===== config.mk =====
export PLATFORM = sky130hd
export DESIGN_NAME = ct_idu_rf_ereg_acc_flat
export DESIGN_NICKNAME = d
export VERILOG_FILES = /design/src/rtl/ct_idu_rf_ereg_acc_if.sv /design/src/rtl/ct_idu_rf_ereg_acc.sv /design/src/flat_wrapper.sv
export SDC_FILE = /design/constraint.sdc
export NUM_CORES = 1
export LEC_CHECK = 0
export CORE_AREA = 2 2 79 81
export DETAILED_ROUTE_END_ITERATION = 12
export DIE_AREA = 0 0 81 83
export PLACE_DENSITY_LB_ADDON = 0.1
export REMOVE_ABC_BUFFERS = 1
export SLEW_MARGIN = 0
export SYNTH_ARGS = -nofsm -noshare
export SYNTH_HDL_FRONTEND = slang
export SYNTH_SLANG_ARGS = --single-unit

===== constraint.sdc =====
create_clock -name forever_cpuclk -period 3.9 [get_ports forever_cpuclk]
set_clock_uncertainty 0.15 [all_clocks]
set_input_delay 0.39 -clock forever_cpuclk [delete_from_list [all_inputs] [get_ports forever_cpuclk]]
set_output_delay 0.39 -clock forever_cpuclk [all_outputs]
set_load 0.05 [all_outputs]

===== src/rtl/ct_idu_rf_ereg_acc_if.sv =====
// Flag delivery bundle between the ereg entries, this accumulator and CP0.
// The slave side is the accumulator; the master side is its environment.
interface ct_idu_rf_ereg_acc_if #(
  parameter int NUM_EREG = 32,
  parameter int FLAG_W   = 6
);
  logic [NUM_EREG*FLAG_W-1:0] ereg_acc_dout;
  logic                       cp0_idu_ereg_ack;
  logic                       cp0_idu_ereg_drain_req;
  logic                       idu_cp0_ereg_vld;
  logic [FLAG_W-1:0]          idu_cp0_ereg_data;
  logic                       idu_cp0_ereg_drained;

  modport slave (
    input  ereg_acc_dout,
    input  cp0_idu_ereg_ack,
    input  cp0_idu_ereg_drain_req,
    output idu_cp0_ereg_vld,
    output idu_cp0_ereg_data,
    output idu_cp0_ereg_drained
  );

  modport master (
    output ereg_acc_dout,
    output cp0_idu_ereg_ack,
    output cp0_idu_ereg_drain_req,
    input  idu_cp0_ereg_vld,
    input  idu_cp0_ereg_data,
    input  idu_cp0_ereg_drained
  );
endinterface


===== src/rtl/ct_idu_rf_ereg_acc.sv =====
// Ereg exception-flag accumulator: OR-reduces retired entry flags and hands them
// to CP0 over a valid/ack handshake, with a drain indication for CSR reads.

module gated_clk_cell (
  input  logic clk_in,
  input  logic global_en,
  input  logic module_en,
  input  logic local_en,
  input  logic external_en,
  input  logic pad_yy_icg_scan_en,
  output logic clk_out
);
  logic clk_en_s;
  logic clk_en_lat;

  assign clk_en_s = (global_en & (module_en | local_en)) | external_en;

  // Enable latch is transparent while the clock is low so clk_out never glitches.
  always_latch begin
    if (!clk_in) begin
      clk_en_lat <= clk_en_s | pad_yy_icg_scan_en;
    end
  end

  assign clk_out = clk_in & clk_en_lat;
endmodule

module ct_idu_rf_ereg_acc #(
  parameter int NUM_EREG = 32,
  parameter int FLAG_W   = 6
) (
  input  logic                       forever_cpuclk,
  input  logic                       cpurst_b,
  input  logic                       cp0_idu_icg_en,
  input  logic                       cp0_yy_clk_en,
  input  logic                       pad_yy_icg_scan_en,
  ct_idu_rf_ereg_acc_if.slave        ereg_if
);

  typedef enum logic [0:0] {
    ST_IDLE = 1'b0,
    ST_SEND = 1'b1
  } state_e;

  state_e              state_q, state_d;
  logic [FLAG_W-1:0]   s1_flags_q;
  logic [FLAG_W-1:0]   pend_q, pend_d;
  logic [FLAG_W-1:0]   data_q, data_d;
  logic                drained_q, drained_d;
  logic [FLAG_W-1:0]   acc_or_s;
  logic [FLAG_W-1:0]   merge_s;
  logic                s1_vld_s;
  logic                local_en_s;
  logic                gated_clk;

  // OR tree across all entry flag words.
  always_comb begin
    acc_or_s = '0;
    for (int i = 0; i < NUM_EREG; i++) begin
      acc_or_s = acc_or_s | ereg_if.ereg_acc_dout[i*FLAG_W +: FLAG_W];
    end
  end

  assign s1_vld_s   = |s1_flags_q;
  assign merge_s    = pend_q | s1_flags_q;
  assign local_en_s = (|acc_or_s) | (|s1_flags_q) | (|pend_q) | (state_q != ST_IDLE);

  gated_clk_cell x_ereg_acc_gated_clk (
    .clk_in             (forever_cpuclk),
    .global_en          (cp0_yy_clk_en),
    .module_en          (cp0_idu_icg_en),
    .local_en           (local_en_s),
    .external_en        (1'b0),
    .pad_yy_icg_scan_en (pad_yy_icg_scan_en),
    .clk_out            (gated_clk)
  );

  // Next-state and payload selection for the delivery FSM.
  always_comb begin
    state_d = state_q;
    data_d  = data_q;
    pend_d  = pend_q;
    case (state_q)
      ST_IDLE: begin
        if (s1_vld_s) begin
          data_d  = s1_flags_q;
          state_d = ST_SEND;
        end else begin
          state_d = ST_IDLE;
        end
      end
      ST_SEND: begin
        // New stage-1 flags arriving with the ack go out in the next payload.
        if (!ereg_if.cp0_idu_ereg_ack) begin
          pend_d = merge_s;
        end else if (merge_s != '0) begin
          data_d = merge_s;
          pend_d = '0;
        end else begin
          state_d = ST_IDLE;
        end
      end
      default: begin
        state_d = ST_IDLE;
      end
    endcase
  end

  assign drained_d = ereg_if.cp0_idu_ereg_drain_req & (state_q == ST_IDLE) & ~s1_vld_s
                   & (pend_q == '0) & (acc_or_s == '0);

  // FSM state and drain status run on the free clock: drained must still follow
  // drain_req while the pipeline is empty and the gated clock is stopped.
  always_ff @(posedge forever_cpuclk or negedge cpurst_b) begin
    if (!cpurst_b) begin
      state_q   <= ST_IDLE;
      drained_q <= 1'b0;
    end else begin
      state_q   <= state_d;
      drained_q <= drained_d;
    end
  end

  // Flag datapath registers on the gated clock.
  always_ff @(posedge gated_clk or negedge cpurst_b) begin
    if (!cpurst_b) begin
      s1_flags_q <= '0;
      pend_q     <= '0;
      data_q     <= '0;
    end else begin
      s1_flags_q <= acc_or_s;
      pend_q     <= pend_d;
      data_q     <= data_d;
    end
  end

  assign ereg_if.idu_cp0_ereg_vld     = (state_q == ST_SEND);
  assign ereg_if.idu_cp0_ereg_data    = data_q;
  assign ereg_if.idu_cp0_ereg_drained = drained_q;

endmodule


===== src/flat_wrapper.sv =====
// flat-port wrapper written by rule: the top's interface ports become plain ports
module ct_idu_rf_ereg_acc_flat 
#(
  parameter int NUM_EREG = 32,
  parameter int FLAG_W   = 6
)
  (forever_cpuclk, cpurst_b, cp0_idu_icg_en, cp0_yy_clk_en, pad_yy_icg_scan_en, ereg_if_ereg_acc_dout, ereg_if_cp0_idu_ereg_ack, ereg_if_cp0_idu_ereg_drain_req, ereg_if_idu_cp0_ereg_vld, ereg_if_idu_cp0_ereg_data, ereg_if_idu_cp0_ereg_drained);
  ct_idu_rf_ereg_acc_if #(.NUM_EREG(NUM_EREG), .FLAG_W(FLAG_W)) ereg_if_i ();
  input  logic forever_cpuclk;
  input  logic cpurst_b;
  input  logic cp0_idu_icg_en;
  input  logic cp0_yy_clk_en;
  input  logic pad_yy_icg_scan_en;
  input wire logic [$bits(ereg_if_i.ereg_acc_dout)-1:0] ereg_if_ereg_acc_dout;
  input wire logic [$bits(ereg_if_i.cp0_idu_ereg_ack)-1:0] ereg_if_cp0_idu_ereg_ack;
  input wire logic [$bits(ereg_if_i.cp0_idu_ereg_drain_req)-1:0] ereg_if_cp0_idu_ereg_drain_req;
  output wire logic [$bits(ereg_if_i.idu_cp0_ereg_vld)-1:0] ereg_if_idu_cp0_ereg_vld;
  output wire logic [$bits(ereg_if_i.idu_cp0_ereg_data)-1:0] ereg_if_idu_cp0_ereg_data;
  output wire logic [$bits(ereg_if_i.idu_cp0_ereg_drained)-1:0] ereg_if_idu_cp0_ereg_drained;
  assign ereg_if_i.ereg_acc_dout = ereg_if_ereg_acc_dout;
  assign ereg_if_i.cp0_idu_ereg_ack = ereg_if_cp0_idu_ereg_ack;
  assign ereg_if_i.cp0_idu_ereg_drain_req = ereg_if_cp0_idu_ereg_drain_req;
  assign ereg_if_idu_cp0_ereg_vld = ereg_if_i.idu_cp0_ereg_vld;
  assign ereg_if_idu_cp0_ereg_data = ereg_if_i.idu_cp0_ereg_data;
  assign ereg_if_idu_cp0_ereg_drained = ereg_if_i.idu_cp0_ereg_drained;
  ct_idu_rf_ereg_acc #(.NUM_EREG(NUM_EREG), .FLAG_W(FLAG_W)) u_core (.forever_cpuclk(forever_cpuclk), .cpurst_b(cpurst_b), .cp0_idu_icg_en(cp0_idu_icg_en), .cp0_yy_clk_en(cp0_yy_clk_en), .pad_yy_icg_scan_en(pad_yy_icg_scan_en), .ereg_if(ereg_if_i));
endmodule

==> out/metrics.csv, run 1 <==
metric,value,unit
CTS tree,yes,
"non-filler cells, final",431,
slowest library cell on the worst path,or4_1,
Synth Area per Inst,8.79,µm²
DP Worst Slack,0,ps
Setup TNS,0,ps
Hold Crit Class,in -> async,
Worst Reg-to-Reg Cells,5,
worst path buffer plus inverter count,0,
internal power,0.625,mW
CP Launch Type,flip-flop,
Syn Std Cell Area,1240,µm²
cell area after layout,3550,µm²
Mapped Cells,141,
die area,6720,µm²
input/output buffers,206,
met2 GRT Util,38.4,%
DP Cell Count,418,
WS Path Type,reg -> latch,
Final WS setup,143,ps
worst slew pin tran,868,ps
io pins,207,
DIE HEIGHT,83,µm
post-DP HPWL,5900,µm
number of global-route vias before repair,2316,
status,completed,
slew margin rel.,41.9,%
area grow syn2layout,186,%
antenna violations before repair,0,
RSZ-0062 raised after global routing,no,
Post-CTS Setup Inserts,0,
share of cells above drive strength 1,5.90,%
Total GRT Usage,20.8,%
1st-pass router iterations,6,
cell taking the most area after synthesis,dfrtp_1,
ANT cells,0,
GRT overflow,0,
Nets,555,
placed cell areas,3380,µm²
"CTS clk-pin slew, worst paths",70,ps
combinational power share,31.9,%
Leakage,1.24,nW
"critical path, cell by cell",nor4_2 -> nand4_1 -> or4_1 -> nor3_2 -> a31oi_1,
final hold viol count,0,
DR DRC count,0,
GR Util met3,7.39,%
top post-synthesis cells by area,"dfrtp_1 (40%), nor4_1 (22%), nand4_1 (6.6%), nor4_2 (6.1%), a21oi_1 (4.8%)",
met1 Use GR,18.9,%
Pwr Total,0.795,mW
routability congestion estimate,0.789,
clk_lat worst skew,620,ps
CTS resizes,0,
"slowest stage delay, CP",450,ps
WL/cell,15.0,µm
Critical Path Sink Type,latch,
Worst Path Max Fanout,3,
Initial Util,21.3,%
first-pass GRT wire length,10400,µm
Total Wirelength,6460,µm
Row Count,28,
Core Area,5820,µm²
largest net degree at the start of global routing,21,
Yosys cell types,26,
busiest grt layer,met2,
maxcap violations,0,
drt via density,4.62,
Crit path max-delay family,simple AND/OR/NAND/NOR gates,
Clock power frac,44.4,%
1st-iter DRT viols,55,
Final setup viols,0,
sequential share of power,23.7,%
peak supply drop,0.120,mV
final core utilization,61.0,%
FF-to-FF End,u_core.x_ereg_acc_gated_clk.clk_en_lat$_DLATCH_N_,
Die Wd,81,µm
DRT antenna net count,0,
WHS,110,ps
Cell Pwr Density,224,nW/µm²
vias post-DR,1991,
max-slew violation count,0,
reg2reg setup slack,140,ps
share of the synthesized area in the top cell type,40.4,%
# hold bufs at CTS,0,
NetSw,0.170,mW
#FFs+latches synth,21,
CP Data Arrival Time,2250,ps
Worst EP required,2390,ps
worst r2r src,u_core.pend_q[4]$_DFFE_PN0P_,
switching portion of total power,21.4,%
YS warnings,0,
worst register-to-register path, cell delays in order, from the launching register on:
cell and delay, ps:
dfrtp_1 420, nor4_2 350, nand4_1 160, or4_1 450, nor3_2 160, a31oi_1 100
cell usage after synthesis:
master	count
or4_1	1
nand2_1	7
a31oi_1	1
buf_2	2
and4_1	1
or2_4	1
or3_1	1
and3_1	1
inv_1	1
nand4_1	13
clkbuf_1	2
or2_1	4
dfrtp_1	20
o21ai_1	6
or2_2	1
nor2b_1	1
nor3_1	1
nor4_1	44
and2_1	1
nor2_1	10
a21oi_1	12
nor3_2	1
nor4_2	6
o21bai_1	1
dlxtn_1	1
a21boi_1	1
cells by family (layout without fill, tap and decap cells):
| logic type | count (synthesis) | after routing | share of synthesized area [%] |
|---|---|---|---|
| buffers and inverters | 5 | 220 | 1.72 |
| and+or+nand+nor | 94 | 94 | 47.7 |
| latches | 1 | 1 | 1.21 |
| DFF | 20 | 20 | 40.4 |
| AOI/OAI and AO/OA | 21 | 21 | 8.98 |
flip-flops by register name (all words and copies together) (netlist names):
name,flops
u_core.ereg_if.idu_cp0_ereg_data,6
u_core.pend_q,6
u_core.s1_flags_q,6
u_core.ereg_if.idu_cp0_ereg_drained,1
u_core.ereg_if.idu_cp0_ereg_vld,1
u_core.x_ereg_acc_gated_clk.clk_en_lat,1
cells in the final DEF (no fill, tap or decap), types with 4 or more instances in the layout:
cell / netlist / layout
a21oi_1: 12 / 12
clkbuf_8: 0 / 12
clkdlybuf4s50_1: 0 / 206
dfrtp_1: 20 / 20
nand2_1: 7 / 7
nand4_1: 13 / 13
nor2_1: 10 / 10
nor4_1: 44 / 44
nor4_2: 6 / 6
o21ai_1: 6 / 6
or2_1: 4 / 4
per-layer routing:
metal  wire [µm]  vias up  part of all wire [%]
met1        2130      882                    33
met2        3720       88                    58
li1            -     1004                     -
met5           0        -                     0
met3         446       17                   6.9
met4         161        0                   2.5
worst max-delay path by stage:
| stage | from | endpoint | depth (start not counted) |
|---|---|---|---|
| 6_report | u_core.pend_q[4]$_DFFE_PN0P_ | u_core.x_ereg_acc_gated_clk.clk_en_lat$_DLATCH_N_ | 5 |
| 3_3_place_gp | ereg_if_ereg_acc_dout[149] | u_core.x_ereg_acc_gated_clk.clk_en_lat$_DLATCH_N_ | 6 |
| 4_1_cts | u_core.pend_q[4]$_DFFE_PN0P_ | u_core.x_ereg_acc_gated_clk.clk_en_lat$_DLATCH_N_ | 5 |
| 5_1_grt | u_core.s1_flags_q[4]$_DFF_PN0_ | u_core.x_ereg_acc_gated_clk.clk_en_lat$_DLATCH_N_ | 5 |
| 2_1_floorplan | ereg_if_ereg_acc_dout[155] | u_core.x_ereg_acc_gated_clk.clk_en_lat$_DLATCH_N_ | 5 |
| 3_5_place_dp | ereg_if_ereg_acc_dout[149] | u_core.x_ereg_acc_gated_clk.clk_en_lat$_DLATCH_N_ | 6 |
area by class of cell:
class	count	area [µm²]
multi-input combinational	115	703
inverter	1	3.75
clock buffer	13	169
fill	548	2270
tap	75	93.8
timing repair buffer	206	2060
sequential	21	515
power by group through the flow:
stage	Sequential [mW]	Combinational (mW)	Clock, mW
after floorplan	0.205	0.0224	0.0259
after global placement	0.190	0.250	0.0259
after detailed placement	0.191	0.255	0.0259
after CTS	0.188	0.255	0.363
after global routing	0.189	0.272	0.384
final	0.188	0.254	0.353
No activity file was read; power rests on OpenSTA's default activity.
==> inputs of run 2 (changes only) <==
SETUP_SLACK_MARGIN = 0.1   (was default)
==> out/metrics.csv, run 2 (synthesis gave the netlist of run 1 again) <==
metric,value,unit,change
status,completed,,
peak supply drop,0.120,mV,unchanged
Nets,555,,unchanged
"critical path, cell by cell",nor4_2 -> nand4_1 -> or4_1 -> nor3_2 -> a31oi_1,,
routability congestion estimate,0.789,,unchanged
RSZ-0062 raised after global routing,yes,,
ANT cells,0,,unchanged
WS Path Type,reg -> latch,,
vias post-DR,1991,,unchanged
clk_lat worst skew,620,ps,about the same
DIE HEIGHT,83,µm,unchanged
slew margin rel.,41.9,%,about the same
1st-iter DRT viols,54,,-1.8%
Die Wd,81,µm,unchanged
final hold viol count,0,,unchanged
met2 GRT Util,38.4,%,unchanged
Initial Util,21.3,%,unchanged
die area,6720,µm²,unchanged
post-DP HPWL,5900,µm,unchanged
1st-pass router iterations,6,,unchanged
CP Data Arrival Time,2250,ps,about the same
CTS tree,yes,,
DRT antenna net count,0,,unchanged
"CTS clk-pin slew, worst paths",70,ps,about the same
Post-CTS Setup Inserts,0,,unchanged
input/output buffers,206,,unchanged
busiest grt layer,met2,,
largest net degree at the start of global routing,21,,unchanged
WL/cell,15.0,µm,unchanged
worst slew pin tran,869,ps,+0.389 ps
Row Count,28,,unchanged
DR DRC count,0,,unchanged
first-pass GRT wire length,10400,µm,unchanged
Total GRT Usage,20.8,%,unchanged
Leakage,1.24,nW,unchanged
GRT overflow,0,,unchanged
antenna violations before repair,0,,unchanged
"slowest stage delay, CP",450,ps,about the same
Total Wirelength,6460,µm,unchanged
GR Util met3,7.39,%,unchanged
Core Area,5820,µm²,unchanged
drt via density,4.62,,unchanged
CTS resizes,0,,unchanged
maxcap violations,0,,unchanged
Cell Pwr Density,224,nW/µm²,about the same
most frequent cells in the layout,"clkdlybuf4s50_1 (206), nor4_1 (44), dfrtp_1 (20), nand4_1 (13)",,
number of global-route vias before repair,2316,,unchanged
Critical Path Sink Type,latch,,
area grow syn2layout,186,%,unchanged
# hold bufs at CTS,0,,unchanged
Worst Path Max Fanout,3,,unchanged
Worst EP required,2390,ps,about the same
slowest library cell on the worst path,or4_1,,
Setup TNS,0,ps,unchanged
Final setup viols,0,,unchanged
Hold Crit Class,in -> async,,
max-slew violation count,0,,unchanged
share of cells above drive strength 1,5.90,%,unchanged
io pins,207,,unchanged
"commonest non-fill, non-tap cell in the layout",clkdlybuf4s50_1,,
WHS,111,ps,+0.167 ps
met1 Use GR,18.9,%,unchanged
CP Launch Type,flip-flop,,
==> run 2: cell counts in the layout (fill, tap and decap cells not counted) <==
No cell type changed its count.
==> run 2: area by class of cell <==
class | instances | area [µm²]
tap | 75 | 93.8
sequential | 21 | 515
clock buffer | 13 | 169
inverter | 1 | 3.75
multi-input combinational | 115 | 703
fill | 548 | 2270
timing repair buffer | 206 | 2060
==> run 2: worst paths after layout <==
path                                                                startpoint                                           endpoint  slack [ps]  depth (start not counted)
max in group asynchronous                                             cpurst_b      u_core.ereg_if.idu_cp0_ereg_drained$_DFF_PN0_        2850                          1
min in group gated           u_core.x_ereg_acc_gated_clk.clk_en_lat$_DLATCH_N_                                         clock gate         460                          0
hold reg to reg                u_core.ereg_if.idu_cp0_ereg_data[4]$_DFFE_PN0P_    u_core.ereg_if.idu_cp0_ereg_data[4]$_DFFE_PN0P_         330                          2
max in group gated           u_core.x_ereg_acc_gated_clk.clk_en_lat$_DLATCH_N_                                         clock gate        1010                          0
setup reg to reg                                  u_core.pend_q[4]$_DFFE_PN0P_  u_core.x_ereg_acc_gated_clk.clk_en_lat$_DLATCH_N_         140                          5
hold / removal                                                        cpurst_b    u_core.ereg_if.idu_cp0_ereg_data[2]$_DFFE_PN0P_         110                          1
setup / recovery                                  u_core.pend_q[4]$_DFFE_PN0P_  u_core.x_ereg_acc_gated_clk.clk_en_lat$_DLATCH_N_         140                          5
min in group forever_cpuclk                     ereg_if_cp0_idu_ereg_drain_req      u_core.ereg_if.idu_cp0_ereg_drained$_DFF_PN0_         310                          2
==> run 2: worst max-delay path: cells and delay by family, from the launching register on <==
kind,cells,cell delay [ps]
flip-flops,1,420
AO/OA/AOI/OAI,1,100
AND/OR/NAND/NOR,4,1110
==> run 2: through the flow <==
step / cell area (µm²) / util (%) / std cells / worst slack [ps] / total power [mW]
3_5_place_dp: 3380 / 58.1 / 418 / 0 / 0.471
3_3_place_gp: 3380 / 58.1 / 418 / 0 / 0.467
4_1_cts: 3550 / 61.0 / 431 / 116 / 0.807
2_1_floorplan: 1220 / - / 137 / 337 / 0.253
6_report: 3550 / 61.0 / 431 / 143 / 0.795
5_1_grt: 3550 / 61.0 / 431 / 0 / 0.845
==> run 2: routing by layer <==
metal	vias up	share of wire, %
met3	17	6.9
met2	88	58
li1	1004	-
met1	882	33
met5	-	0
met4	0	2.5
==> run 2: power by group <==
group / total, mW / internal (mW) / switching [mW]
Clock: 0.353 / 0.252 / 0.101
Sequential: 0.188 / 0.182 / 0.00646
Combinational: 0.254 / 0.191 / 0.0625
==> inputs of run 3 (changes only) <==
ABC_AREA = 1   (was default)
ABC_CLOCK_PERIOD_IN_PS = 4850   (was default)
CORE_AREA = default   (was 2 2 79 81)
CORE_MARGIN = 2   (was default)
CORE_UTILIZATION = 28   (was default)
DIE_AREA = default   (was 0 0 81 83)
clock period = 4.85 ns   (was 3.9 ns; I/O delays follow)
==> out/metrics.csv, run 3 <==
metric,value,unit,change
dominant synthesized flop cell,dfrtp_1,,
multiplexer share of the synthesized area,0,%,unchanged
#FFs+latches synth,21,,unchanged
DRT antenna net count,0,,unchanged
FF-to-FF End,u_core.x_ereg_acc_gated_clk.clk_en_lat$_DLATCH_N_,,
clk_lat worst skew,610,ps,about the same
first-pass GRT wire length,10700,µm,+2.2%
"non-filler cells, final",578,,+34%
slew margin rel.,43.0,%,+1.1 points
DR DRC count,0,,unchanged
slowest library cell on the worst path,dfrtp_1,,
Total GRT Usage,21.9,%,+1.1 points
NetSw,0.171,mW,+0.30%
io pins,207,,unchanged
die area,6340,µm²,-5.7%
WS Path Type,reg -> latch,,
Worst EP required,2870,ps,+480 ps
cell taking the most area after synthesis,dfrtp_1,,
share of the synthesized area in the top cell type,31.3,%,-9.1 points
Post-Synth XOR/XNOR Area,0,%,unchanged
status,completed,,
"EDFF count, synth",0,,unchanged
DP Cell Count,548,,+31%
maxcap violations,0,,unchanged
Synth Area in Adders,0,%,unchanged
drt via density,4.35,,-5.8%
most frequent cells in the layout,"clkdlybuf4s50_1 (206), nor2_1 (130), nand2_1 (65), inv_1 (26), dfrtp_1 (20)",,
# hold bufs at CTS,0,,unchanged
antenna violations before repair,0,,unchanged
Worst Path Max Fanout,6,,+3
CP Data Arrival Time,1900,ps,-350 ps
largest net degree at the start of global routing,21,,unchanged
Critical Path Sink Type,latch,,
peak supply drop,0.139,mV,+16%
YS warnings,0,,unchanged
post-DP HPWL,6000,µm,+1.8%
Synth Area per Inst,5.89,µm²,-33%
area grow syn2layout,146,%,
combinational power share,32.0,%,about the same
final hold viol count,0,,unchanged
vias post-DR,2515,,+26%
post-synthesis async set-or-reset flop share,95.2,%,unchanged
input/output buffers,206,,unchanged
Synth top cells by count,"nor2_1 (130), nand2_1 (65), dfrtp_1 (20)",,
worst slew pin tran,853,ps,-16.0 ps
Crit path top cell by count,nand2_1,,
"count leader, synth",nor2_1,,
CTS tree,yes,,
internal power,0.509,mW,-18%
CP Launch Type,flip-flop,,
routability congestion estimate,0.782,,-0.91%
switching portion of total power,25.1,%,+3.7 points
reg2reg setup slack,960,ps,+820 ps
top post-synthesis cells by area,"dfrtp_1 (31%), nor2_1 (30%), nand2_1 (15%), o21ai_0 (4.1%), o21ai_2 (3.3%)",,
GRT overflow,0,,unchanged
compound-cell area share of the yosys netlist,9.77,%,+0.78 points
Leakage,1.58,nW,+27%
Core Area,5510,µm²,-5.3%
Pwr Total,0.680,mW,-14%
Initial Util,29.1,%,+7.8 points
Row Count,27,,-3.6%
Cell Pwr Density,172,nW/µm²,-23%
DIE HEIGHT,79.6,µm,-4.1%
final core utilization,71.7,%,+11 points
Total Wirelength,6770,µm,+4.8%
WL/cell,11.7,µm,-22%
Setup TNS,0,ps,unchanged
1st-iter DRT viols,86,,+59%
Clock power frac,45.8,%,+1.4 points
sequential share of power,22.2,%,-1.5 points
"critical path, cell by cell",nor2_1 -> nand4_2 -> nor2_4 -> nand2_1 -> nor2_2 -> nand3_1 -> nand2_1 -> nand2_1,,
Syn Std Cell Area,1600,µm²,+29%
Final WS setup,963,ps,+820 ps
"commonest non-fill, non-tap cell in the layout",clkdlybuf4s50_1,,
1st-pass router iterations,4,,-2
ANT cells,0,,unchanged
Hold Crit Class,in -> async,,
"slowest stage delay, CP",400,ps,-50 ps
Die Wd,79.6,µm,-1.7%
Worst Reg-to-Reg Cells,8,,+3
CTS resizes,0,,unchanged
Mapped Cells,272,,+93%
Nets,705,,+27%
"CTS clk-pin slew, worst paths",50,ps,-20 ps
share of cells above drive strength 1,6.32,%,+0.43 points
Yosys cell types,19,,-27%
number of global-route vias before repair,2668,,+15%
DP Worst Slack,474,ps,+474 ps
Final setup viols,0,,unchanged
max-slew violation count,0,,unchanged
RSZ-0062 raised after global routing,no,,
largest family of logic cells by synthesized area,simple AND/OR/NAND/NOR gates,,
Post-CTS Setup Inserts,0,,unchanged
simple-gate portion of the synthesized area,53.2,%,+5.5 points
worst r2r src,u_core.pend_q[4]$_DFFE_PN0P_,,
FILL cells,466,,-15%
-- run 3: cell types whose count changed in the layout (fill, tap and decap cells not counted), sizes merged, moves of 5 or more --
cell	previous run	this run
nand4	13	5
nand2	7	69
inv	1	27
nor4	50	0
or2	6	0
o21ai	6	19
nor2	10	136
a21oi	12	7
-- run 3: worst max-delay path by stage --
| stage | startpoint | to | slack, ps | depth (start not counted) |
|---|---|---|---|---|
| floorplan | ereg_if_ereg_acc_dout[84] | u_core.x_ereg_acc_gated_clk.clk_en_lat$_DLATCH_N_ | 1070 | 10 |
| global placement | ereg_if_ereg_acc_dout[156] | u_core.x_ereg_acc_gated_clk.clk_en_lat$_DLATCH_N_ | 510 | 11 |
| detailed placement | ereg_if_ereg_acc_dout[157] | u_core.x_ereg_acc_gated_clk.clk_en_lat$_DLATCH_N_ | 470 | 11 |
| CTS | u_core.pend_q[4]$_DFFE_PN0P_ | u_core.x_ereg_acc_gated_clk.clk_en_lat$_DLATCH_N_ | 970 | 8 |
| global route | u_core.pend_q[4]$_DFFE_PN0P_ | u_core.x_ereg_acc_gated_clk.clk_en_lat$_DLATCH_N_ | 820 | 8 |
| finish | u_core.pend_q[4]$_DFFE_PN0P_ | u_core.x_ereg_acc_gated_clk.clk_en_lat$_DLATCH_N_ | 960 | 8 |
-- run 3: through the flow --
stage | cell area (µm²) | hold slack [ps]
6_report | 3950 | 221
5_1_grt | 3950 | 266
4_1_cts | 3950 | 252
3_5_place_dp | 3720 | 80.6
3_3_place_gp | 3720 | 80.8
2_1_floorplan | 1570 | 39.4
-- run 3: layout make-up --
type	count	area [µm²]	share of cell area, %
Tap cell	72	90.1	2.28
Timing Repair Buffer	206	2060	52.3
Clock buffer	12	155	3.93
Multi-Input combinational cell	238	1010	25.6
Sequential cell	21	515	13.1
Clock inverter	19	72.6	1.84
Inverter	10	42.5	1.08
-- run 3: power groups by stage --
stage                     Combinational, mW  Clock (mW)  Sequential, mW
after floorplan                      0.0335      0.0214           0.164
after global placement                0.215      0.0214           0.152
after CTS                             0.219       0.323           0.151
after detailed placement              0.219      0.0214           0.152
after global routing                  0.235       0.345           0.151
final                                 0.218       0.312           0.151
-- run 3: logic make-up after synthesis --
kind of cell	Yosys count
buffers and inverters	13
latches	1
AND/OR/NAND/NOR	212
AO/OA/AOI/OAI	26
flip-flops	20
-- run 3: worst max-delay path, delay by kind of cell (launching register included) --
family | cells | cell delay, ps
AND/OR/NAND/NOR | 8 | 890
flip-flops | 1 | 400
-- run 3: metal layers --
metal / GRT usage (%) / vias up / share of wire [%]
li1: - / 1308 / -
met1: 19.0 / 1076 / 32
met2: 41.7 / 110 / 58
met3: 7.47 / 21 / 7.2
met4: 14.3 / 0 / 3.2
met5: 0 / - / 0
